### src/rtl/lsu_pkg.sv
`default_nettype none
// +----------------------------------------------------------------------------+
// | Package : lsu_pkg                                                          |
// | Purpose : Shared LSU types and sizes. Holds the LDQ entry layout plus the  |
// |           memory-port arbiter's captured transaction and FSM state types.  |
// | Rev     : 1.0  initial memory-port arbiter types                           |
// +----------------------------------------------------------------------------+
package lsu_pkg;

  localparam int unsigned LDQ_ENTRIES = 8;
  localparam int unsigned SDQ_ENTRIES = 8;
  localparam int unsigned LDQ_IDX_W   = $clog2(LDQ_ENTRIES);
  localparam int unsigned LSU_ADDR_W  = 32;

  // One load as it sits in the load data queue.
  typedef struct packed {
    logic [LSU_ADDR_W-1:0] addr;
    logic [LDQ_IDX_W-1:0]  idx;
    logic [1:0]            size;
    logic                  sign_ext;
  } ldq_entry_t;

  // Transaction captured at grant and replayed on the memory port.
  typedef struct packed {
    logic                  we;
    logic [LSU_ADDR_W-1:0] addr;
    logic [31:0]           wdata;
    logic [3:0]            be;
    ldq_entry_t            ld;
  } mem_txn_t;

  typedef enum logic [1:0] {
    IDLE = 2'd0,
    REQ  = 2'd1,
    RESP = 2'd2
  } arb_state_e;

endpackage
`default_nettype wire

### src/rtl/lsu_mem_port_arbiter_if.sv
`default_nettype none
// +----------------------------------------------------------------------------+
// | Interface : lsu_mem_port_arbiter_if                                        |
// | Purpose   : Bundles the LDQ issue, SDQ head, memory request/response and   |
// |             load writeback signals around the LSU memory-port arbiter.     |
// | Modports  : master - the arbiter; slave - LDQ/SDQ/memory/writeback side.   |
// | Signals   : ldq_pending, ldq_issue_en, ldq_issue_vld, ldq_issue_entry,     |
// |             sdq_head_vld, sdq_almost_full, sdq_head_addr/data/be,          |
// |             sdq_head_ack, mem_req_vld/rdy/we/addr/wdata/be,                |
// |             mem_resp_vld, mem_resp_rdata, ld_wb_vld/entry/data.            |
// | Rev       : 1.0  initial                                                   |
// +----------------------------------------------------------------------------+
interface lsu_mem_port_arbiter_if
  import lsu_pkg::*;
#(
  parameter int unsigned ADDR_W = LSU_ADDR_W
) ();

  logic              ldq_pending;
  logic              ldq_issue_en;
  logic              ldq_issue_vld;
  ldq_entry_t        ldq_issue_entry;

  logic              sdq_head_vld;
  logic              sdq_almost_full;
  logic [ADDR_W-1:0] sdq_head_addr;
  logic [31:0]       sdq_head_data;
  logic [3:0]        sdq_head_be;
  logic              sdq_head_ack;

  logic              mem_req_vld;
  logic              mem_req_rdy;
  logic              mem_req_we;
  logic [ADDR_W-1:0] mem_req_addr;
  logic [31:0]       mem_req_wdata;
  logic [3:0]        mem_req_be;
  logic              mem_resp_vld;
  logic [31:0]       mem_resp_rdata;

  logic              ld_wb_vld;
  ldq_entry_t        ld_wb_entry;
  logic [31:0]       ld_wb_data;

  modport master (
    input  ldq_pending, ldq_issue_vld, ldq_issue_entry,
    input  sdq_head_vld, sdq_almost_full, sdq_head_addr, sdq_head_data, sdq_head_be,
    input  mem_req_rdy, mem_resp_vld, mem_resp_rdata,
    output ldq_issue_en, sdq_head_ack,
    output mem_req_vld, mem_req_we, mem_req_addr, mem_req_wdata, mem_req_be,
    output ld_wb_vld, ld_wb_entry, ld_wb_data
  );

  modport slave (
    output ldq_pending, ldq_issue_vld, ldq_issue_entry,
    output sdq_head_vld, sdq_almost_full, sdq_head_addr, sdq_head_data, sdq_head_be,
    output mem_req_rdy, mem_resp_vld, mem_resp_rdata,
    input  ldq_issue_en, sdq_head_ack,
    input  mem_req_vld, mem_req_we, mem_req_addr, mem_req_wdata, mem_req_be,
    input  ld_wb_vld, ld_wb_entry, ld_wb_data
  );

endinterface
`default_nettype wire

### src/rtl/lsu_arb_starve_ctr.sv
`default_nettype none
// +----------------------------------------------------------------------------+
// | Module  : lsu_arb_starve_ctr                                               |
// | Purpose : Saturating count of load grants taken while a store waits.       |
// |           clr has priority over inc; at_limit is high once the count       |
// |           reaches LIMIT and stays there until cleared.                     |
// | Ports   : clk, rst (async, active low), inc, clr, at_limit                 |
// | Rev     : 1.0  initial                                                     |
// +----------------------------------------------------------------------------+
module lsu_arb_starve_ctr #(
  parameter int unsigned LIMIT = 4
) (
  input  logic clk,
  input  logic rst,
  input  logic inc,
  input  logic clr,
  output logic at_limit
);

  localparam int unsigned        c_cnt_w = (LIMIT < 1) ? 1 : $clog2(LIMIT + 1);
  localparam logic [c_cnt_w-1:0] c_limit = c_cnt_w'(LIMIT);
  localparam logic [c_cnt_w-1:0] c_one   = c_cnt_w'(1);

  logic [c_cnt_w-1:0] r_cnt;

  always_ff @(posedge clk or negedge rst) begin
    if (!rst) begin
      r_cnt <= '0;
    end else if (clr) begin
      r_cnt <= '0;
    end else if (inc && (r_cnt != c_limit)) begin
      r_cnt <= r_cnt + c_one;
    end
  end

  assign at_limit = (r_cnt == c_limit);

endmodule
`default_nettype wire

### src/rtl/lsu_mem_port_arbiter.sv
`default_nettype none
// +----------------------------------------------------------------------------+
// | Module  : lsu_mem_port_arbiter                                             |
// | Purpose : Shares the single LSU data-memory port between LDQ load issue    |
// |           and SDQ store drain. One transaction in flight: grant in IDLE,   |
// |           present the request in REQ until accepted, wait in RESP for the  |
// |           response, then pulse load writeback or the store ack.            |
// |           Loads win ties unless the SDQ is almost full, no load is pending |
// |           or STARVE_LIMIT loads have already passed a waiting store.       |
// | Ports   : clk, rst (async, active low), bus (lsu_mem_port_arbiter_if       |
// |           master modport).                                                 |
// |           With LSU_ARB_PERF_EN defined: perf_ld_grants, perf_st_grants,    |
// |           perf_stall_cycles (32-bit saturating counters).                  |
// | Rev     : 1.0  initial                                                     |
// +----------------------------------------------------------------------------+
module lsu_mem_port_arbiter
  import lsu_pkg::*;
#(
  parameter int unsigned STARVE_LIMIT = 4,
  parameter int unsigned ADDR_W       = LSU_ADDR_W
) (
  input  logic                    clk,
  input  logic                    rst,
  lsu_mem_port_arbiter_if.master  bus
`ifdef LSU_ARB_PERF_EN
  ,
  output logic [31:0]             perf_ld_grants,
  output logic [31:0]             perf_st_grants,
  output logic [31:0]             perf_stall_cycles
`endif
);

  arb_state_e r_state;
  arb_state_e w_state_nxt;
  mem_txn_t   r_txn;
  mem_txn_t   w_ld_txn;
  mem_txn_t   w_st_txn;

  logic w_idle;
  logic w_at_limit;
  logic w_st_pick;
  logic w_ld_grant;
  logic w_st_grant;
  logic w_issue_en;
  logic w_req_vld;
  logic w_wb_vld;
  logic w_st_ack;

  assign w_idle     = (r_state == IDLE);
  assign w_st_pick  = bus.sdq_head_vld &
                      (bus.sdq_almost_full | ~bus.ldq_pending | w_at_limit);
  // The LDQ only pops when its valid meets our enable, so grant on both.
  assign w_ld_grant = w_idle & ~w_st_pick & bus.ldq_issue_vld;
  assign w_st_grant = w_idle & w_st_pick;

  lsu_arb_starve_ctr #(
    .LIMIT    (STARVE_LIMIT)
  ) u_starve_ctr (
    .clk      (clk),
    .rst      (rst),
    .inc      (w_ld_grant & bus.sdq_head_vld),
    .clr      (w_st_grant | (w_idle & ~bus.sdq_head_vld)),
    .at_limit (w_at_limit)
  );

  // Candidate transactions; the SDQ head is held until ack but is still
  // captured so the request never depends on the queue staying put.
  always_comb begin
    w_ld_txn       = '0;
    w_ld_txn.we    = 1'b0;
    w_ld_txn.addr  = bus.ldq_issue_entry.addr;
    w_ld_txn.be    = 4'hF;
    w_ld_txn.ld    = bus.ldq_issue_entry;

    w_st_txn       = '0;
    w_st_txn.we    = 1'b1;
    w_st_txn.addr  = bus.sdq_head_addr;
    w_st_txn.wdata = bus.sdq_head_data;
    w_st_txn.be    = bus.sdq_head_be;
  end

  always_ff @(posedge clk or negedge rst) begin
    if (!rst) begin
      r_txn <= '0;
    end else if (w_ld_grant) begin
      r_txn <= w_ld_txn;
    end else if (w_st_grant) begin
      r_txn <= w_st_txn;
    end
  end

  // FSM: state register
  always_ff @(posedge clk or negedge rst) begin
    if (!rst) begin
      r_state <= IDLE;
    end else begin
      r_state <= w_state_nxt;
    end
  end

  // FSM: next state
  always_comb begin
    w_state_nxt = r_state;
    unique case (r_state)
      IDLE:    if (w_ld_grant || w_st_grant) w_state_nxt = REQ;
      REQ:     if (bus.mem_req_rdy)          w_state_nxt = RESP;
      RESP:    if (bus.mem_resp_vld)         w_state_nxt = IDLE;
      default:                               w_state_nxt = IDLE;
    endcase
  end

  // FSM: outputs. Responses outside RESP are stale and must not leak out.
  always_comb begin
    w_issue_en = 1'b0;
    w_req_vld  = 1'b0;
    w_wb_vld   = 1'b0;
    w_st_ack   = 1'b0;
    unique case (r_state)
      IDLE: w_issue_en = ~w_st_pick;
      REQ:  w_req_vld  = 1'b1;
      RESP: begin
        w_wb_vld = bus.mem_resp_vld & ~r_txn.we;
        w_st_ack = bus.mem_resp_vld &  r_txn.we;
      end
      default: begin
        w_issue_en = 1'b0;
      end
    endcase
  end

  // Gated by rst so the enable stays low while reset is held.
  assign bus.ldq_issue_en  = w_issue_en & rst;
  assign bus.sdq_head_ack  = w_st_ack;
  assign bus.mem_req_vld   = w_req_vld;
  assign bus.mem_req_we    = w_req_vld & r_txn.we;
  assign bus.mem_req_addr  = w_req_vld ? r_txn.addr  : '0;
  assign bus.mem_req_wdata = w_req_vld ? r_txn.wdata : '0;
  assign bus.mem_req_be    = w_req_vld ? r_txn.be    : '0;
  assign bus.ld_wb_vld     = w_wb_vld;
  assign bus.ld_wb_entry   = w_wb_vld ? r_txn.ld : '0;
  assign bus.ld_wb_data    = w_wb_vld ? bus.mem_resp_rdata : '0;

`ifdef LSU_ARB_PERF_EN
  logic [31:0] r_perf_ld;
  logic [31:0] r_perf_st;
  logic [31:0] r_perf_stall;

  always_ff @(posedge clk or negedge rst) begin
    if (!rst) begin
      r_perf_ld    <= '0;
      r_perf_st    <= '0;
      r_perf_stall <= '0;
    end else begin
      if (w_ld_grant && (r_perf_ld != 32'hFFFF_FFFF)) begin
        r_perf_ld <= r_perf_ld + 32'd1;
      end
      if (w_st_grant && (r_perf_st != 32'hFFFF_FFFF)) begin
        r_perf_st <= r_perf_st + 32'd1;
      end
      if ((bus.ldq_pending || bus.sdq_head_vld) && !w_idle &&
          (r_perf_stall != 32'hFFFF_FFFF)) begin
        r_perf_stall <= r_perf_stall + 32'd1;
      end
    end
  end

  assign perf_ld_grants    = r_perf_ld;
  assign perf_st_grants    = r_perf_st;
  assign perf_stall_cycles = r_perf_stall;
`endif

endmodule
`default_nettype wire

### src/flat_wrapper.sv
// flat-port wrapper written by rule: the top's interface ports become plain ports
module lsu_mem_port_arbiter_flat import lsu_pkg::*;
#(
  parameter int unsigned STARVE_LIMIT = 4,
  parameter int unsigned ADDR_W       = LSU_ADDR_W
)
  (clk, rst, bus_ldq_pending, bus_ldq_issue_vld, bus_ldq_issue_entry, bus_sdq_head_vld, bus_sdq_almost_full, bus_sdq_head_addr, bus_sdq_head_data, bus_sdq_head_be, bus_mem_req_rdy, bus_mem_resp_vld, bus_mem_resp_rdata, bus_ldq_issue_en, bus_sdq_head_ack, bus_mem_req_vld, bus_mem_req_we, bus_mem_req_addr, bus_mem_req_wdata, bus_mem_req_be, bus_ld_wb_vld, bus_ld_wb_entry, bus_ld_wb_data);
  lsu_mem_port_arbiter_if #(.ADDR_W(ADDR_W)) bus_i ();
  input  logic clk;
  input  logic rst;
  input wire logic [$bits(bus_i.ldq_pending)-1:0] bus_ldq_pending;
  input wire logic [$bits(bus_i.ldq_issue_vld)-1:0] bus_ldq_issue_vld;
  input wire logic [$bits(bus_i.ldq_issue_entry)-1:0] bus_ldq_issue_entry;
  input wire logic [$bits(bus_i.sdq_head_vld)-1:0] bus_sdq_head_vld;
  input wire logic [$bits(bus_i.sdq_almost_full)-1:0] bus_sdq_almost_full;
  input wire logic [$bits(bus_i.sdq_head_addr)-1:0] bus_sdq_head_addr;
  input wire logic [$bits(bus_i.sdq_head_data)-1:0] bus_sdq_head_data;
  input wire logic [$bits(bus_i.sdq_head_be)-1:0] bus_sdq_head_be;
  input wire logic [$bits(bus_i.mem_req_rdy)-1:0] bus_mem_req_rdy;
  input wire logic [$bits(bus_i.mem_resp_vld)-1:0] bus_mem_resp_vld;
  input wire logic [$bits(bus_i.mem_resp_rdata)-1:0] bus_mem_resp_rdata;
  output wire logic [$bits(bus_i.ldq_issue_en)-1:0] bus_ldq_issue_en;
  output wire logic [$bits(bus_i.sdq_head_ack)-1:0] bus_sdq_head_ack;
  output wire logic [$bits(bus_i.mem_req_vld)-1:0] bus_mem_req_vld;
  output wire logic [$bits(bus_i.mem_req_we)-1:0] bus_mem_req_we;
  output wire logic [$bits(bus_i.mem_req_addr)-1:0] bus_mem_req_addr;
  output wire logic [$bits(bus_i.mem_req_wdata)-1:0] bus_mem_req_wdata;
  output wire logic [$bits(bus_i.mem_req_be)-1:0] bus_mem_req_be;
  output wire logic [$bits(bus_i.ld_wb_vld)-1:0] bus_ld_wb_vld;
  output wire logic [$bits(bus_i.ld_wb_entry)-1:0] bus_ld_wb_entry;
  output wire logic [$bits(bus_i.ld_wb_data)-1:0] bus_ld_wb_data;
  assign bus_i.ldq_pending = bus_ldq_pending;
  assign bus_i.ldq_issue_vld = bus_ldq_issue_vld;
  assign bus_i.ldq_issue_entry = bus_ldq_issue_entry;
  assign bus_i.sdq_head_vld = bus_sdq_head_vld;
  assign bus_i.sdq_almost_full = bus_sdq_almost_full;
  assign bus_i.sdq_head_addr = bus_sdq_head_addr;
  assign bus_i.sdq_head_data = bus_sdq_head_data;
  assign bus_i.sdq_head_be = bus_sdq_head_be;
  assign bus_i.mem_req_rdy = bus_mem_req_rdy;
  assign bus_i.mem_resp_vld = bus_mem_resp_vld;
  assign bus_i.mem_resp_rdata = bus_mem_resp_rdata;
  assign bus_ldq_issue_en = bus_i.ldq_issue_en;
  assign bus_sdq_head_ack = bus_i.sdq_head_ack;
  assign bus_mem_req_vld = bus_i.mem_req_vld;
  assign bus_mem_req_we = bus_i.mem_req_we;
  assign bus_mem_req_addr = bus_i.mem_req_addr;
  assign bus_mem_req_wdata = bus_i.mem_req_wdata;
  assign bus_mem_req_be = bus_i.mem_req_be;
  assign bus_ld_wb_vld = bus_i.ld_wb_vld;
  assign bus_ld_wb_entry = bus_i.ld_wb_entry;
  assign bus_ld_wb_data = bus_i.ld_wb_data;
  lsu_mem_port_arbiter #(.STARVE_LIMIT(STARVE_LIMIT), .ADDR_W(ADDR_W)) u_core (.clk(clk), .rst(rst), .bus(bus_i));
endmodule
### config.mk
export PLATFORM = sky130hd
export DESIGN_NAME = lsu_mem_port_arbiter_flat
export DESIGN_NICKNAME = d
export VERILOG_FILES = /design/src/rtl/lsu_pkg.sv /design/src/rtl/lsu_mem_port_arbiter_if.sv /design/src/rtl/lsu_arb_starve_ctr.sv /design/src/rtl/lsu_mem_port_arbiter.sv /design/src/flat_wrapper.sv
export SDC_FILE = /design/constraint.sdc
export NUM_CORES = 1
export LEC_CHECK = 0
export CORE_ASPECT_RATIO = 1.25
export CORE_MARGIN = 5
export CORE_UTILIZATION = 37
export CTS_CLUSTER_SIZE = 28
export DETAILED_ROUTE_END_ITERATION = 8
export GPL_TIMING_DRIVEN = 0
export PLACE_DENSITY = 0.78
export SYNTH_ARGS = -nofsm -noshare
export SYNTH_HDL_FRONTEND = slang
export SYNTH_SLANG_ARGS = --single-unit
### constraint.sdc
create_clock -name clk -period 2 [get_ports clk]
set_input_delay 0.6 -clock clk [delete_from_list [all_inputs] [get_ports clk]]
set_output_delay 0.6 -clock clk [all_outputs]
set_load 0.01 [all_outputs]
==> results.ini, run 1 <==
[status]
outcome=complete, but fails checks
violations=negative setup slack

[clocking]
clkLatencyLatePin_ns=0.35
clock-sinks=112
cts.path.max_buffers=2
cts_buffers=9
htreeDepth=3
cts_tree=done
cts-root-buf=clkbuf_16
clk_pin_slew_ns=0.07

[power_and_ir_drop]
leakage_nw=4.75
p_per_area_nw_per_um2=1330
power.share.clock_pct=12.9
power_frac_comb_pct=59.5
ir_drop_mv=0.684
power_frac_seq_pct=27.6
p_switching_w=0.00468
swShare_pct=34.5
intPower_w=0.00888

[floorplanning]
core_region_area_sq_um=15100
dieArea_sq_um=18000
rows=50
die_w_um=121
io_pins=289
initial_core_util_pct=37.7
die_y_um=149

[synthesis]
syn_area_sq_um=5690
yosysWarnings=0
synth_area_leaders=dfrtp_1, and2_1, a22o_1
ys_seq_elements=112
syn_area_per_cell_sq_um=11.1
synth.distinct_cells=35
synth_seq_area_share_pct=49.3
yosysTopAreaCellShare_pct=49.3
yosys.area.top_type=dfrtp_1
post_synth_inst_count=511
syn-num-nets=659

[placed_design]
dp.cells=1008
gp_congestion=0.837
portBuffers=288
placedInstanceArea_sq_um=8880
detailedPlacementHpwl_um=16400

[sta]
timing.final.crit_share_pct=115
report.final.slew_viol_count=0
timing.final.ws_setup_ns=-0.303
finClkSkew_ns=0.00621
timing.final.hold_violations=0
maxSlewHeadroom_pct=62.9
setup_violations=142
fin_crit_ns=2.30
worst_pin_slew_ns=0.556
max_freq_mhz=434
rsz0062_at_grt=yes
tns_ns=-27.35

[layout]
fin_util_pct=67.4
finalInstanceArea_sq_um=10200
final_nets=1005
stdcell_count=1070
area_growth_pct=78.5
antennaDiodeCount=0
layout-drive-gt1-share_pct=42.3

[flow_run]
drv_cap=0

[hold_path]
holdCritPathClass=in2async

[route]
drc=0
num_vias=5591
drtAntennaViolNets=0
via_per_inst=5.23
routedWlPerCell_um=21.5
finalWirelength_um=23000
firstDrtPassIters=5
drtIter0Drc=349

[worst_setup_path]
crit_required_ns=1.40
reg2reg_depth=7
critPathKind=reg2out
crit_path_end_kind=output port
crit_path_start_kind=flip-flop
crit_path_max_fanout=9
cp.arrival_ns=1.70

[global_routing]
first_global_vias=5962
grt-ovfl-total=0
grt_max_degree=58
track_usage_pct=24.4
antenna_found_initial=1
grt_pass1_wl_um=34100

[cell usage after synthesis, drive strengths merged]
| master | instances |
|---|---|
| a21o | 1 |
| clkbuf | 23 |
| nand3 | 1 |
| ha | 2 |
| and2 | 139 |
| nor3 | 1 |
| a22o | 71 |
| or3 | 33 |
| a221oi | 1 |
| mux2 | 1 |
| o22a | 4 |
| o21ai | 4 |
| a21bo | 1 |
| or2 | 1 |
| a21oi | 1 |
| dfrtp | 112 |
| buf | 28 |
| nor2b | 2 |
| nand2 | 10 |
| nor2 | 5 |
| o211a | 32 |
| and3 | 2 |
| inv | 2 |
| nor3b | 1 |
| a21boi | 1 |
| nand4b | 32 |
[worst paths after layout]
path	endpoint	slack, ns	startpoint
worst max-delay path	bus_ld_wb_entry[30]	-0.30	u_core.r_txn[106]
worst min-delay path	u_core.r_txn[63]	0.20	rst
worst max register to register	u_core.r_txn[99]	0.11	u_core.r_state[0]
worst min register to register	u_core.r_txn[41]	0.50	u_core.r_txn[41]
max in group asynchronous	u_core.r_txn[76]	1.11	rst
min in group clk	u_core.r_txn[41]	0.50	u_core.r_txn[41]
[flip-flops by register name (all words and copies together) (netlist names)]
name	flops
u_core.u_starve_ctr.r_cnt	3
u_core.r_txn	107
u_core.r_state	2
[metrics by stage]
step           total power (W)  worst slack (ns)  hold slack, ns
6_report                0.0136            -0.303           0.204
3_5_place_dp           0.00931             -1.58           0.470
4_1_cts                 0.0130            -0.343           0.333
2_1_floorplan          0.00652           -0.0158           0.304
5_1_grt                 0.0142            -0.360           0.251
3_3_place_gp           0.00914             -4.60           0.463
[logic make-up after synthesis]
family | share of synthesized area, %
AND/OR/NAND/NOR | 26.0
AO/OA/AOI/OAI | 18.6
flip-flops | 49.3
multiplexers | 0.198
adder cells (fa/ha/maj) | 0.440
buffers and inverters | 5.50
[layout by cell type (no fill, tap or decap), types with 3 or more instances in the layout]
cell type	count
and2_1	47
dfrtp_1	111
clkbuf_8	3
and2_4	92
buf_2	55
nor2_1	3
clkdlybuf4s50_1	140
buf_12	6
a22o_1	71
o22a_1	4
dlygate4sd2_1	3
nand4b_1	32
clkbuf_16	18
buf_6	127
clkbuf_2	4
buf_8	14
buf_4	21
nand2_1	8
or3_1	33
o211a_1	32
[critical path, stage by stage (launching register included)]
cell and delay (ns):
dfrtp_1 0.45, nor3_4 0.22, buf_12 0.18, clkbuf_16 0.16
buf_8 0.10, and2_1 0.13, buf_6 0.11
[area by class of cell]
cell class | count | area (sq um)
fillers | 1101 | 4920
well taps | 208 | 260
flip-flops and latches | 112 | 2800
plain buffers | 49 | 562
repair buffers | 337 | 3370
multi-input cells | 346 | 2870
clock inverters | 6 | 42.5
clock buffers | 10 | 239
inverters | 2 | 7.51
[what timing repair did]
action / 4_1_cts / 5_1_grt
gates resized for setup: 815 / 95
pin swaps: 43 / 36
hold buffers: 0 / 0
setup buffers: 35 / 9
endpoints found under the setup margin: 247 / 157
endpoints found under the hold margin: 0 / 0
cloned: 6 / 1
[power groups by stage]
stage / Combinational (W) / Clock, W / Sequential [W]
2_1_floorplan: 0.00300 / 0 / 0.00352
3_3_place_gp: 0.00551 / 0 / 0.00363
3_5_place_dp: 0.00563 / 0 / 0.00368
4_1_cts: 0.00749 / 0.00177 / 0.00369
5_1_grt: 0.00854 / 0.00186 / 0.00383
6_report: 0.00807 / 0.00175 / 0.00375
[layer usage]
metal / vias up / global-route usage [%] / share of wire (%)
li1: 2525 / - / -
met4: 2 / 7.65 / 2.2
met1: 2794 / 28.8 / 39
met3: 33 / 5.44 / 6.5
met2: 237 / 44.0 / 52
met5: - / 0 / 0.057
No activity file was read; power rests on OpenSTA's default activity.
==> inputs of run 2 (changes only) <==
--- a/constraint.sdc
+++ b/constraint.sdc
@@ -3,2 +3,2 @@
 set_output_delay 0.6 -clock clk [all_outputs]
-set_load 0.01 [all_outputs]
+set_load 0.02 [all_outputs]
==> run 2 against run 1 <==
Against the previous run:
- the run still ends with negative setup slack left
- wire length increased by 7.0%
- largest power group unchanged
- critical endpoint is now bus_ld_wb_data[25]
- flip-flop and latch count unchanged
- design area rose by 4.1%
- clock power is essentially flat
- non-clock buffer count grew 9
- global-route usage increased by 0.84 points
- clock skew up 0.0040 ns
- critical path depth up 1
==> results.ini, run 2 (synthesized netlist as in run 1, its figures left out) <==
[floorplanning]
io_pins=289  ; unchanged
die_w_um=121  ; unchanged
dieArea_sq_um=18000  ; unchanged
rows=50  ; unchanged
core_region_area_sq_um=15100  ; unchanged
die_y_um=149  ; unchanged
initial_core_util_pct=37.7  ; unchanged

[route]
drtIter0Drc=303  ; -13%
routedWlPerCell_um=22.8  ; +6.1%
drc=0  ; unchanged
via_per_inst=5.28  ; +1.1%
num_vias=5700  ; +1.9%
finalWirelength_um=24600  ; +7.0%
firstDrtPassIters=5  ; unchanged
drtAntennaViolNets=0  ; unchanged

[clocking]
clk_pin_slew_ns=0.08  ; about the same
clock-sinks=112  ; unchanged
cts-root-buf=clkbuf_16
clkLatencyLatePin_ns=0.35  ; about the same
cts_tree=done
cts.path.max_buffers=2  ; unchanged
htreeDepth=3  ; unchanged
cts_buffers=9  ; unchanged
holdBufCountCts=0  ; unchanged

[global_routing]
antenna_found_initial=2  ; +1
track_usage_pct=25.3  ; +0.84 points
grt_max_degree=60  ; +3.4%
grt-ovfl-total=0  ; unchanged
grt_pass1_wl_um=35200  ; +3.1%
first_global_vias=6111  ; +2.5%

[layout]
fillCellCount=1025  ; -6.9%
layout-drive-gt1-share_pct=48.2  ; +5.9 points
finalInstanceArea_sq_um=10600  ; +4.1%
largest-register=u_core.r_txn
area_growth_pct=85.8
layout_commonest_cell=buf_6
final_nets=1014  ; +0.90%
largest_reg_flops=107  ; unchanged
final_cell_mix=buf_6, clkdlybuf4s50_1, and2_4
antennaDiodeCount=0  ; unchanged
reg_top3=u_core.r_txn (107), u_core.u_starve_ctr.r_cnt (3), u_core.r_state (2)

[worst_setup_path]
crit_path_max_fanout=7  ; -2
reg2reg_depth=8  ; +1
crit_path_start_kind=flip-flop
crit_path_end_kind=output port
critPathKind=reg2out
cp.arrival_ns=1.84  ; +0.14 ns
crit_required_ns=1.40  ; about the same

[sta]
fin_crit_ns=2.44  ; +0.139 ns
timing.final.ws_setup_ns=-0.442  ; -0.139 ns
worst_pin_slew_ns=0.580  ; +0.0241 ns
setup_violations=143  ; +0.70%
maxSlewHeadroom_pct=61.3  ; -1.6 points
timing.final.hold_violations=0  ; unchanged
report.final.slew_viol_count=0  ; unchanged
rsz0062_at_grt=yes
finClkSkew_ns=0.0102  ; +0.00398 ns
max_freq_mhz=410  ; -5.7%
timing.final.crit_share_pct=122  ; +6.9 points

[power_and_ir_drop]
p_switching_w=0.00532  ; +14%
leakage_nw=4.88  ; +2.8%
p_per_area_nw_per_um2=1350  ; +1.0%
power.share.clock_pct=12.4  ; -0.5 points
p_total_w=0.0143  ; +5.2%
power_frac_comb_pct=61.2  ; +1.7 points
intPower_w=0.00894  ; +0.68%
ir_drop_mv=0.743  ; +8.6%
power_frac_seq_pct=26.5  ; -1.1 points
swShare_pct=37.3  ; +2.8 points

[placed_design]
portBuffers=288  ; unchanged
detailedPlacementHpwl_um=16700  ; +1.9%
gp_congestion=0.848  ; +1.3%
placedInstanceArea_sq_um=8890  ; +0.16%

[flow_run]
drv_cap=0  ; unchanged

[status]
violations=negative setup slack
outcome=complete, but fails checks

[hold_path]
holdCritPathClass=in2async

==> run 2: worst paths after layout <==
check                                       start                 end  slack, ns
worst max-delay path            u_core.r_state[0]  bus_ld_wb_data[25]      -0.44
worst min-delay path                          rst    u_core.r_txn[36]       0.22
worst max register to register  u_core.r_state[0]    u_core.r_txn[92]       0.04
worst min register to register   u_core.r_txn[39]    u_core.r_txn[39]       0.50
max in group asynchronous                     rst    u_core.r_txn[76]       1.10
min in group clk                 u_core.r_txn[39]    u_core.r_txn[39]       0.50
==> run 2: timing repair <==
item                                   4_1_cts  5_1_grt
buffers inserted                            33       19
pin swaps                                   77       17
gates cloned                                 8        4
resized for setup                         1042       88
setup endpoints to repair                  220      206
endpoints found under the hold margin        0        0
==> run 2: worst max-delay path, stage by stage, from the launching register on <==
cell and delay [ns]:
dfrtp_1 0.39, buf_6 0.12, buf_6 0.11, nor3_4 0.25, buf_6 0.20, clkbuf_8 0.16, and2_4 0.14, buf_6 0.11
==> run 2: through the flow <==
stage	cells	utilization [%]	setup WS [ns]	TNS (ns)	hold WS [ns]
floorplan	511	-	0.00174	0	0.304
global placement	1007	58.8	-4.65	-631.45	0.467
detailed placement	1008	59.0	-1.48	-190.14	0.470
CTS	1065	67.9	-0.470	-48.72	0.335
global route	1079	70.1	-0.498	-59.58	0.251
finish	1079	70.1	-0.442	-51.24	0.219
==> run 2: power by group through the flow <==
stage	clock network [W]	logic (W)	registers (W)
6_report	0.00176	0.00872	0.00378
5_1_grt	0.00188	0.00918	0.00385
4_1_cts	0.00178	0.00791	0.00370
3_5_place_dp	0	0.00621	0.00369
3_3_place_gp	0	0.00609	0.00363
2_1_floorplan	0	0.00356	0.00352
==> run 2: final cells by class <==
cell class | count | area (sq um) | area share [%]
Buffer | 46 | 457 | 4.32
Clock buffer | 11 | 253 | 2.39
Clock inverter | 5 | 36.3 | 0.343
Inverter | 2 | 7.51 | 0.0710
Multi-Input combinational cell | 346 | 3000 | 28.3
Sequential cell | 112 | 2800 | 26.5
Tap cell | 208 | 260 | 2.46
Timing Repair Buffer | 349 | 3760 | 35.6
==> run 2: layer usage <==
metal | up-vias | track usage, % | wire [um]
met5 | - | 0 | 27
met4 | 4 | 6.86 | 444
met3 | 38 | 6.62 | 1910
met2 | 268 | 46.3 | 13300
met1 | 2842 | 28.9 | 8950
li1 | 2548 | - | -
